[src/rtl/fetch_controller.sv]
// rtl/fetch_controller.sv - PC owner and single-outstanding instruction fetch sequencer
module fetch_controller #(
    parameter logic [31:0] RESET_VECTOR = 32'h0000_0000,
    parameter int          TIMEOUT      = 16
) (
    input  logic        clk,
    input  logic        reset,
    input  logic        jump_enable,
    input  logic [31:0] jump_target_address,
    input  logic        branEnable,
    input  logic [31:0] branAddress,
    input  logic        stall,
    output logic        imem_req,
    output logic [31:0] imem_addr,
    input  logic        imem_ready,
    input  logic        imem_rvalid,
    input  logic [31:0] imem_rdata,
    output logic        instr_valid,
    output logic [31:0] instr_out,
    output logic [31:0] instr_pc,
    output logic        fetch_error,
    output logic        misalign
);

    localparam int             TW   = $clog2(TIMEOUT) + 1;
    localparam logic [TW-1:0]  TMAX = TW'(TIMEOUT - 1);

    typedef enum logic [1:0] {
        S_IDLE  = 2'd0,
        S_FETCH = 2'd1,
        S_WAIT  = 2'd2,
        S_HOLD  = 2'd3
    } state_t;

    state_t          r_state;
    logic [31:0]     r_pc;
    logic            r_drop;
    logic [TW-1:0]   r_timer;
    logic            r_instr_valid;
    logic [31:0]     r_instr_out;
    logic [31:0]     r_instr_pc;
    logic            r_fetch_error;
    logic            r_misalign;

    state_t          w_state_nx;
    logic [31:0]     w_pc_nx;
    logic            w_drop_nx;
    logic [TW-1:0]   w_timer_nx;
    logic            w_iv_nx;
    logic [31:0]     w_io_nx;
    logic [31:0]     w_ipc_nx;
    logic            w_ferr_nx;
    logic            w_mis_nx;

    // Jump outranks branch; redirects are ignored while idling out of reset
    logic [31:0]     w_target;
    logic [31:0]     w_target_al;
    logic            w_redirect;

    assign w_target    = jump_enable ? jump_target_address : branAddress;
    assign w_target_al = {w_target[31:2], 2'b00};
    assign w_redirect  = (jump_enable | branEnable) && (r_state != S_IDLE);

    assign imem_addr   = r_pc;
    assign instr_valid = r_instr_valid;
    assign instr_out   = r_instr_out;
    assign instr_pc    = r_instr_pc;
    assign fetch_error = r_fetch_error;
    assign misalign    = r_misalign;

    // Next-state, next-PC and output decode for the fetch FSM
    always_comb begin
        w_state_nx = r_state;
        w_pc_nx    = r_pc;
        w_drop_nx  = r_drop;
        w_timer_nx = r_timer;
        w_iv_nx    = r_instr_valid;
        w_io_nx    = r_instr_out;
        w_ipc_nx   = r_instr_pc;
        w_ferr_nx  = 1'b0;
        w_mis_nx   = w_redirect && (w_target[1:0] != 2'b00);
        imem_req   = 1'b0;

        case (r_state)
            S_IDLE: begin
                w_state_nx = S_FETCH;
            end
            S_FETCH: begin
                imem_req = 1'b1;
                if (w_redirect) w_pc_nx = w_target_al;
                if (imem_ready) begin
                    // A request accepted on a redirect edge fetched the old PC, so its reply is stale
                    w_state_nx = S_WAIT;
                    w_timer_nx = '0;
                    w_drop_nx  = w_redirect;
                end
            end
            S_WAIT: begin
                if (imem_rvalid) begin
                    w_drop_nx = 1'b0;
                    if (r_drop || w_redirect) begin
                        w_state_nx = S_FETCH;
                        if (w_redirect) w_pc_nx = w_target_al;
                    end else begin
                        w_io_nx    = imem_rdata;
                        w_ipc_nx   = r_pc;
                        w_iv_nx    = 1'b1;
                        w_pc_nx    = r_pc + 32'd4;
                        w_state_nx = S_HOLD;
                    end
                end else if (r_timer == TMAX) begin
                    // Give up on this request and reissue; a redirect on this edge still moves the PC
                    w_ferr_nx  = 1'b1;
                    w_state_nx = S_FETCH;
                    w_drop_nx  = 1'b0;
                    w_timer_nx = '0;
                    if (w_redirect) w_pc_nx = w_target_al;
                end else begin
                    if (r_timer != '1) w_timer_nx = r_timer + 1'b1;
                    if (w_redirect) begin
                        w_drop_nx = 1'b1;
                        w_pc_nx   = w_target_al;
                    end
                end
            end
            S_HOLD: begin
                if (w_redirect) begin
                    // Presented instruction is on the wrong path: flush even if decode is stalled
                    w_iv_nx    = 1'b0;
                    w_pc_nx    = w_target_al;
                    w_state_nx = S_FETCH;
                end else if (!stall) begin
                    w_iv_nx    = 1'b0;
                    w_state_nx = S_FETCH;
                end
            end
            default: begin
                w_state_nx = S_IDLE;
            end
        endcase
    end

    // State and datapath registers with asynchronous reset
    always_ff @(posedge clk or posedge reset) begin
        if (reset) begin
            r_state       <= S_IDLE;
            r_pc          <= RESET_VECTOR;
            r_drop        <= 1'b0;
            r_timer       <= '0;
            r_instr_valid <= 1'b0;
            r_instr_out   <= 32'd0;
            r_instr_pc    <= 32'd0;
            r_fetch_error <= 1'b0;
            r_misalign    <= 1'b0;
        end else begin
            r_state       <= w_state_nx;
            r_pc          <= w_pc_nx;
            r_drop        <= w_drop_nx;
            r_timer       <= w_timer_nx;
            r_instr_valid <= w_iv_nx;
            r_instr_out   <= w_io_nx;
            r_instr_pc    <= w_ipc_nx;
            r_fetch_error <= w_ferr_nx;
            r_misalign    <= w_mis_nx;
        end
    end

endmodule

[config.mk]
export PLATFORM = sky130hd
export DESIGN_NAME = fetch_controller
export DESIGN_NICKNAME = d
export VERILOG_FILES = /design/src/rtl/fetch_controller.sv
export SDC_FILE = /design/constraint.sdc
export NUM_CORES = 1
export LEC_CHECK = 0
export ABC_AREA = 1
export CELL_PAD_IN_SITES_DETAIL_PLACEMENT = 0
export CELL_PAD_IN_SITES_GLOBAL_PLACEMENT = 2
export CORE_MARGIN = 2
export CORE_UTILIZATION = 27
export CTS_BUF_LIST = sky130_fd_sc_hd__clkbuf_16
export CTS_CLUSTER_SIZE = 10
export DETAILED_ROUTE_END_ITERATION = 8
export PLACE_DENSITY = 0.84
export SYNTH_ARGS = -nofsm -noshare
export SYNTH_HDL_FRONTEND = slang
export SYNTH_SLANG_ARGS = --single-unit
[constraint.sdc]
create_clock -name clk -period 8.5 [get_ports clk]
set_clock_uncertainty 0.1 [all_clocks]
set_input_delay 1.7 -clock clk [delete_from_list [all_inputs] [get_ports clk]]
set_output_delay 1.7 -clock clk [all_outputs]
set_load 0.01 [all_outputs]
==> impl_metrics.ini, run 1 <==
[grt]
grt_pass1_vias = 5851
antenna_found_initial = 0
grt_max_degree = 98
grt_first_pass_wirelength_um = 32600
grt_util_all_layers_pct = 17.4
grt.overflow.total = 0

[yosys]
yosys_warnings = 0
synth_compound_area_share_pct = 13.0
syn_nets = 975
yosysUniqueCellTypes = 28
avgSynthCellArea_um2 = 7.10
synth_top_family_by_area = simple AND/OR/NAND/NOR gates
yosys.area_share.adder_pct = 1.63
synth_xor_area_share_pct = 0.857
muxShareOfSynthArea_pct = 0
synthSimpleGateAreaFrac_pct = 30.6
synthCells = 864
yosysSeqAreaShare_pct = 43.6
syn-cell-area_um2 = 6130
ys_ff_latch = 107

[worst_setup_path]
r2r-start = r_state[0]
worst-r2r-cell-count = 7
cp_top_family = buffers and inverters
r2r_slack_ps = 5460
arrival_ps = 4490
cp_cell_sequence = clkdlybuf4s50_1 -> buf_4 -> nor2_4 -> nor2_8 -> nor2_8 -> nand3_4 -> buf_4 -> o21ai_0
critical_path_peak_fanout = 97
critPathBufInv = 3
crit_required_ps = 8610
worstSetupStartpointType = input pin
r2r_end = instr_out[8]
worstSetupPathType = in2reg
cp_slowest_cell = buf_4
end_kind = flip-flop
critPathMaxStageDelay_ps = 780

[timing]
whs_ps = 389
timing.setup.tns_ps = 0
min_period_ps = 4380
max-slew-margin-rel_pct = 32.6
fin_crit_sh_pct = 51.5
setup_viol = 0
worst_slew_pin_slew_ps = 1010
rsz0062_at_grt = no
fmax_mhz = 228
final_hold_viol_count = 0
drv_slew = 0

[finish]
final_common_cell = nand2_1
area_growth_pct = 40.5
postLayoutCoreUtil_pct = 38.3
drive_above_1_share_pct = 3.05
layout.nets = 1154
final_cell_mix = nand2_1 (301), clkdlybuf4s50_1 (202), dfrtp_1 (107)
antenna_cells = 0

[clock_tree]
h-tree-depth = 3
clock-sinks = 107
cts_resized = 0
cts.clk_slew.worst_paths_ps = 80
clockRootBuffer = clkbuf_16
cts_tree = built
clock_latency_ps = 370
cts-buffers-inserted = 9
cts_hold_buf = 0
clockBufferDepth = 2
post_cts_buffers = 0

[place]
io_buffers = 202
gp_congestion = 0.806
hpwl_um = 15300

[pwr]
p_per_area_nw_per_um2 = 330
power_w = 0.00284
max-vdd-ir-drop_mv = 0.113
p_leak_nw = 3.99

[hold_path]
hold_start = instr_pc[3]
worstHoldPathCells = 2
hold_path_end = instr_pc[3]
hp-class = reg2reg

[detailed_routing]
routed_via_density = 4.50
drtAntennaViolNets = 0
drcViolationCount = 0
drtIter0Drc = 339
post_drt_wl_per_cell_um = 15.3
routed_wl_um = 20500
route.vias.total = 6004
drt_pre_antenna_iters = 5

[floorplanning]
chipWidth_um = 155
rows = 55
initial_core_util_pct = 27.3
chipHeight_um = 155
design.portCount = 203
dieArea_um2 = 23900
core_area_um2 = 22500

[job]
max_cap_violations = 0

[run_status]
status = finished clean
[routing by layer]
| metal | up-vias | global-route usage [%] | part of all wire (%) |
|---|---|---|---|
| met3 | 9 | 3.67 | 5.5 |
| met1 | 2737 | 24.9 | 49 |
| met2 | 172 | 27.0 | 44 |
| li1 | 3086 | - | - |
| met5 | - | 0 | 0 |
| met4 | 0 | 3.70 | 0.85 |
[report_power, final]
group          total [W]  switching [W]  internal [W]
Combinational    0.00143       0.000782      0.000653
Clock           0.000459       0.000222      0.000237
Sequential      0.000949       0.000226      0.000723
[state kept, by name (all words and copies together), names as in the netlist]
register	count
r_state	2
instr_pc	32
imem_addr	32
r_timer	5
instr_valid	1
misalign	1
instr_out	32
r_drop	1
fetch_error	1
[cells in the mapped netlist]
| cell type | instances | share of area [%] |
|---|---|---|
| o211ai_1 | 18 | 2.2 |
| buf_6 | 11 | 2.0 |
| buf_2 | 18 | 1.5 |
| nand2_1 | 301 | 18 |
| clkbuf_2 | 1 | 0.082 |
| nor2_4 | 3 | 0.55 |
| clkbuf_1 | 6 | 0.37 |
| buf_4 | 1 | 0.12 |
| nor3_1 | 6 | 0.49 |
| nand3_2 | 1 | 0.16 |
| a21oi_1 | 9 | 0.73 |
| nand4_1 | 3 | 0.31 |
| nor2_8 | 2 | 0.65 |
| inv_4 | 1 | 0.10 |
| o21bai_2 | 1 | 0.18 |
| xor2_1 | 6 | 0.86 |
| inv_1 | 99 | 6.1 |
| nand2_4 | 1 | 0.18 |
| o21ai_0 | 51 | 4.2 |
| ha_1 | 8 | 1.6 |
| buf_1 | 1 | 0.061 |
| o22ai_1 | 2 | 0.20 |
| o21ai_1 | 57 | 4.7 |
| nand2_2 | 2 | 0.20 |
| dfrtp_1 | 107 | 44 |
| nand3_1 | 54 | 4.4 |
| a31oi_1 | 8 | 0.82 |
| nor2_1 | 86 | 5.3 |
[worst min-delay path: stages (launching register included)]
cell,delay [ps]
dfrtp_1,340
nand2_1,50
o21ai_1,60
[final cells by class]
class	instances	area (µm²)
Fill cell	2423	13900
Multi-Input combinational cell	619	2830
Sequential cell	107	2680
Timing Repair Buffer	206	2050
Inverter	100	380
Tap cell	285	357
Clock buffer	9	225
Clock inverter	7	92.6
[stage by stage]
| step | std cells | cell area, µm² | setup slack, ps |
|---|---|---|---|
| finish | 1333 | 8620 | 4120 |
| global route | 1333 | 8620 | 3770 |
| CTS | 1333 | 8620 | 4040 |
| detailed placement | 1317 | 8300 | 3660 |
| global placement | 1317 | 8300 | 3760 |
| floorplan | 864 | 6130 | 3880 |
[cells by family (layout without fill, tap and decap cells)]
family | Yosys count | count (layout)
XOR/XNOR | 6 | 6
AO/OA/AOI/OAI | 146 | 146
adder cells (fa/ha/maj) | 8 | 8
AND/OR/NAND/NOR | 459 | 459
flip-flops | 107 | 107
buffers and inverters | 138 | 322
[worst max path at each step]
stage | to | depth (start not counted) | slack [ps] | start
global route | instr_pc[14] | 9 | 3770 | jump_enable
detailed placement | instr_out[5] | 8 | 3660 | jump_enable
global placement | instr_out[12] | 8 | 3760 | jump_enable
CTS | instr_out[8] | 8 | 4040 | jump_enable
floorplan | fetch_error | 1 | 3880 | reset
finish | instr_out[8] | 8 | 4120 | jump_enable
Note: power is estimated with default switching activity, not from simulation.
==> run 2: changes to the inputs <==
--- a/config.mk
+++ b/config.mk
@@ -9,11 +9,11 @@
 export CELL_PAD_IN_SITES_DETAIL_PLACEMENT = 0
 export CELL_PAD_IN_SITES_GLOBAL_PLACEMENT = 2
 export CORE_MARGIN = 2
-export CORE_UTILIZATION = 27
+export CORE_UTILIZATION = 22
 export CTS_BUF_LIST = sky130_fd_sc_hd__clkbuf_16
 export CTS_CLUSTER_SIZE = 10
 export DETAILED_ROUTE_END_ITERATION = 8
-export PLACE_DENSITY = 0.84
+export PLACE_DENSITY = 0.73
 export SYNTH_ARGS = -nofsm -noshare
 export SYNTH_HDL_FRONTEND = slang
 export SYNTH_SLANG_ARGS = --single-unit
==> constraint.sdc (replaced) <==
create_clock -name clk -period 3.6 [get_ports clk]
set_clock_uncertainty 0.1 [all_clocks]
set_input_delay 0.72 -clock clk [delete_from_list [all_inputs] [get_ports clk]]
set_output_delay 0.72 -clock clk [all_outputs]
set_load 0.01 [all_outputs]
==> run 2 against run 1 <==
Compared with the run above: routed wire length grew 10%; first-iteration DRC count shrank 25%; cell count is 7.6% higher; via count shrank 0.13%; global-route usage fell by 1.8 points; sequential power is 140% higher; largest cell class unchanged; clock power is 120% higher.
==> impl_metrics.ini, run 2 (synthesis gave the netlist of run 1 again) <==
[run_status]
status = finished clean

[grt]
grt_max_degree = 75
grt_pass1_vias = 5716
grt.overflow.total = 0
grt_first_pass_wirelength_um = 34400
antenna_found_initial = 0
grt_util_all_layers_pct = 15.5

[detailed_routing]
drt_pre_antenna_iters = 9
drtIter0Drc = 255
drcViolationCount = 0
drtAntennaViolNets = 0
route.vias.total = 5996
routed_via_density = 4.18
post_drt_wl_per_cell_um = 15.8
routed_wl_um = 22600

[finish]
drive_above_1_share_pct = 3.60
multi_input_comb_area_um2 = 2830
final_cell_area_um2 = 8790
final_cell_mix = nand2_1 (301), clkdlybuf4s50_1 (202), dfrtp_1 (107)
layout.nets = 1161
nFillCells = 3065
final_cells = 1434
final_common_cell = nand2_1
area_growth_pct = 43.3
register_area_um2 = 2680

[pwr]
sw_frac_of_total_pct = 44.3
intPower_w = 0.00377
p_switching_w = 0.00299
power_w = 0.00676
p_leak_nw = 4.02
seqPwrFrac_pct = 33.3
comb_power_share_pct = 51.5
pwr-share-clk_pct = 15.1
max-vdd-ir-drop_mv = 0.265
p_per_area_nw_per_um2 = 768

[floorplanning]
chipHeight_um = 171
core_area_um2 = 27600
rows = 61
chipWidth_um = 171
design.portCount = 203
dieArea_um2 = 29200
initial_core_util_pct = 22.2

[worst_setup_path]
r2r_end = imem_addr[17]
end_kind = output pin
arrival_ps = 1690
r2r-start = r_state[0]
r2r_slack_ps = 1270
critical_path_peak_fanout = 4
worst-r2r-cell-count = 9
worstSetupStartpointType = flip-flop
crit_required_ps = 2780
worstSetupPathType = reg2out
cp-endpoint = imem_req
critPathLaunch = r_state[1]

[place]
hpwl_um = 17400
io_buffers = 202
dpl-instance-area_um2 = 8500
gp_congestion = 0.811
dp_slack_ps = 740
dp_cells = 1417

[timing]
setup_viol = 0
final_hold_viol_count = 0
max-slew-margin-rel_pct = 44.6
fmax_mhz = 399
min_period_ps = 2510
worst_slack_ps = 1090
drv_slew = 0
worst_slew_pin_slew_ps = 829
fin_crit_sh_pct = 69.6
timing.setup.tns_ps = 0
rsz0062_at_grt = no

[clock_tree]
clock-sinks = 107
post_cts_buffers = 0
h-tree-depth = 3
clockRootBuffer = clkbuf_16
cts_resized = 0
cts_tree = built
clockBufferDepth = 2
clock_latency_ps = 370
cts.clk_slew.worst_paths_ps = 90
cts-buffers-inserted = 9
cts_hold_buf = 0

[job]
max_cap_violations = 0

[hold_path]
hp-class = reg2reg
-- run 2: critical path, stage by stage (launching register included) --
cell	delay, ps
dfrtp_1	420
inv_1	140
ha_1	210
clkdlybuf4s50_1	550
-- run 2: worst min-delay path by stage --
stage | from | endpoint | slack [ps] | cells after the start
5_1_grt | instr_valid | instr_valid | 400 | 2
6_report | instr_valid | instr_valid | 380 | 2
3_5_place_dp | instr_valid | instr_valid | 370 | 2
3_3_place_gp | instr_valid | instr_valid | 360 | 2
4_1_cts | instr_valid | instr_valid | 390 | 2
2_1_floorplan | r_timer[0] | r_timer[0] | 370 | 1
-- run 2: layer usage --
layer | vias to the layer above | share of wire (%) | wire length [µm] | track usage [%]
met5 | - | 0 | 0 | 0
met4 | 0 | 1.5 | 347 | 4.50
met3 | 22 | 5.5 | 1240 | 2.85
met2 | 166 | 42 | 9430 | 22.2
met1 | 2704 | 51 | 11600 | 23.5
li1 | 3104 | - | - | -
-- run 2: per-stage QoR --
stage	util [%]	hold slack (ps)
after floorplan	-	368
after global placement	30.7	361
after detailed placement	30.7	367
after CTS	31.8	389
after global routing	31.8	405
final	31.8	384
-- run 2: power groups by stage --
| stage | combinational, W | sequential (W) | clock [W] |
|---|---|---|---|
| 2_1_floorplan | 0.00164 | 0.00233 | 0 |
| 3_3_place_gp | 0.00351 | 0.00226 | 0 |
| 3_5_place_dp | 0.00352 | 0.00227 | 0 |
| 4_1_cts | 0.00353 | 0.00226 | 0.00107 |
| 5_1_grt | 0.00390 | 0.00233 | 0.00110 |
| 6_report | 0.00348 | 0.00225 | 0.00102 |
-- run 2: area by class of cell --
type | count | share of cell area [%]
timing repair buffer | 213 | 24.2
multi-input combinational | 619 | 32.2
inverter | 100 | 4.34
clock inverter | 7 | 0.783
clock buffer | 9 | 2.56
tap | 378 | 5.38
antenna | 1 | 0.0285
sequential | 107 | 30.5
==> run 3: changes to the inputs <==
--- a/config.mk
+++ b/config.mk
@@ -9,11 +9,11 @@
 export CELL_PAD_IN_SITES_DETAIL_PLACEMENT = 0
 export CELL_PAD_IN_SITES_GLOBAL_PLACEMENT = 2
 export CORE_MARGIN = 2
-export CORE_UTILIZATION = 22
+export CORE_UTILIZATION = 25
 export CTS_BUF_LIST = sky130_fd_sc_hd__clkbuf_16
 export CTS_CLUSTER_SIZE = 10
 export DETAILED_ROUTE_END_ITERATION = 8
-export PLACE_DENSITY = 0.73
+export PLACE_DENSITY = 0.78
 export SYNTH_ARGS = -nofsm -noshare
 export SYNTH_HDL_FRONTEND = slang
 export SYNTH_SLANG_ARGS = --single-unit
==> constraint.sdc (replaced) <==
create_clock -name clk -period 2.5 [get_ports clk]
set_clock_uncertainty 0.1 [all_clocks]
set_input_delay 0.5 -clock clk [delete_from_list [all_inputs] [get_ports clk]]
set_output_delay 0.5 -clock clk [all_outputs]
set_load 0.01 [all_outputs]
==> run 3 against run 2 <==
Compared with the run above: register-to-register slack got worse by 820 ps; sequential power rose by 44%; flip-flop and latch count did not move; die area fell by 12%; via count rose by 0.18%; count of clock-buffer cells in the layout did not move; combinational power rose by 46%; cell count fell by 3.0%; critical path type unchanged.
==> impl_metrics.ini, run 3 (synthesis gave the netlist of run 1 again) <==
[timing]
worst_slew_pin_slew_ps = 414
whs_ps = 330
timing.setup.tns_ps = 0
fin_crit_sh_pct = 90.9
final_hold_viol_count = 0
drv_slew = 0
fmax_mhz = 440
max-slew-margin-rel_pct = 72.3
setup_viol = 0
min_period_ps = 2270
rsz0062_at_grt = no

[grt]
grt_util_all_layers_pct = 17.1
grt_first_pass_wirelength_um = 34300
grt_max_degree = 63
grt_pass1_vias = 5907
antenna_found_initial = 0
grt.overflow.total = 0

[place]
gp_congestion = 0.795
dpl-instance-area_um2 = 8570
io_buffers = 202
hpwl_um = 16800
dp_cells = 1375

[pwr]
power_w = 0.00972
p_per_area_nw_per_um2 = 1100
p_leak_nw = 4.09
intPower_w = 0.00549
pwr-share-clk_pct = 14.4
comb_power_share_pct = 52.2
p_switching_w = 0.00423
sw_frac_of_total_pct = 43.5
max-vdd-ir-drop_mv = 0.349
seqPwrFrac_pct = 33.5

[worst_setup_path]
arrival_ps = 1670
end_kind = output pin
crit_required_ps = 1900
cp_top_family = buffers and inverters
cp_slowest_cell = clkdlybuf4s50_1
cp_cell_sequence = inv_1 -> ha_1 -> clkdlybuf4s50_1
critPathBufInv = 2
critPathLaunch = r_state[1]
r2r-start = r_state[0]
worstSetupPathType = reg2out
worstSetupStartpointType = flip-flop
critPathMaxStageDelay_ps = 540
critical_path_peak_fanout = 4

[detailed_routing]
routed_wl_um = 21600
drtAntennaViolNets = 0
drcViolationCount = 0
post_drt_wl_per_cell_um = 15.6
drt_pre_antenna_iters = 5
route.vias.total = 6007
drtIter0Drc = 405
routed_via_density = 4.32

[clock_tree]
cts_resized = 0
clock-sinks = 107
cts_tree = built
cts_hold_buf = 0
cts-buffers-inserted = 9
cts.clk_slew.worst_paths_ps = 80
clockRootBuffer = clkbuf_16
clock_latency_ps = 360
post_cts_buffers = 0
clockBufferDepth = 2
h-tree-depth = 3

[finish]
layout.nets = 1173
drive_above_1_share_pct = 4.59
antenna_cells = 0
final_cell_area_um2 = 8840
final_cell_mix = nand2_1 (301), clkdlybuf4s50_1 (202), dfrtp_1 (107)
area_growth_pct = 44.2
final_cells = 1391
nFillCells = 2606
final_common_cell = nand2_1

[floorplanning]
design.portCount = 203
initial_core_util_pct = 25.4
dieArea_um2 = 25800
chipWidth_um = 161
rows = 57
core_area_um2 = 24200
chipHeight_um = 161

[job]
max_cap_violations = 0

[run_status]
status = finished clean

[hold_path]
hp-class = in2async
==> run 3: cell types whose count changed in the layout (fill, tap and decap cells not counted), sizes merged <==
cell,delta
inv,-3
clkinv,+3
buf,+12
diode,-1
==> run 3: power by group through the flow <==
stage / clock [W] / combinational, W / sequential (W)
floorplan: 0 / 0.00237 / 0.00335
global placement: 0 / 0.00511 / 0.00328
detailed placement: 0 / 0.00513 / 0.00329
CTS: 0.00144 / 0.00515 / 0.00326
global route: 0.00150 / 0.00567 / 0.00339
finish: 0.00140 / 0.00507 / 0.00325
==> run 3: area by class of cell <==
type | count | area [µm²] | share of cell area (%)
clock buffers | 9 | 225 | 2.55
clock inverters | 7 | 50.0 | 0.566
inverters | 100 | 382 | 4.32
multi-input cells | 619 | 2830 | 32.0
flip-flops and latches | 107 | 2680 | 30.3
well taps | 324 | 405 | 4.58
repair buffers | 225 | 2270 | 25.7
==> run 3: worst paths after layout <==
kind	end	slack, ps	cells after the start
setup / recovery	imem_req	230	3
hold / removal	misalign	330	2
setup reg to reg	imem_addr[15]	450	8
hold reg to reg	instr_out[9]	390	2
max in group asynchronous	instr_pc[22]	1350	3
min in group clk	instr_out[9]	390	2
==> run 3: metal layers <==
| metal | global-route usage, % | vias to the layer above | share of wire [%] |
|---|---|---|---|
| li1 | - | 3135 | - |
| met1 | 25.1 | 2677 | 50 |
| met2 | 26.0 | 182 | 43 |
| met3 | 3.18 | 13 | 5.5 |
| met4 | 3.97 | 0 | 1.0 |
| met5 | 0 | - | 0 |
==> run 3: worst register-to-register path, stage by stage, from the launching register on <==
cell and delay, ps:
dfrtp_1 420, inv_1 100, ha_1 290, nor2_8 220, buf_4 280, nand2_1 160, a31oi_1 270, nand2_1 90
nand2_1 60
==> run 3: metrics by stage <==
step,worst slack [ps],util [%]
global placement,101,35.4
CTS,199,36.6
global route,131,36.6
floorplan,612,-
detailed placement,83.1,35.4
finish,227,36.6
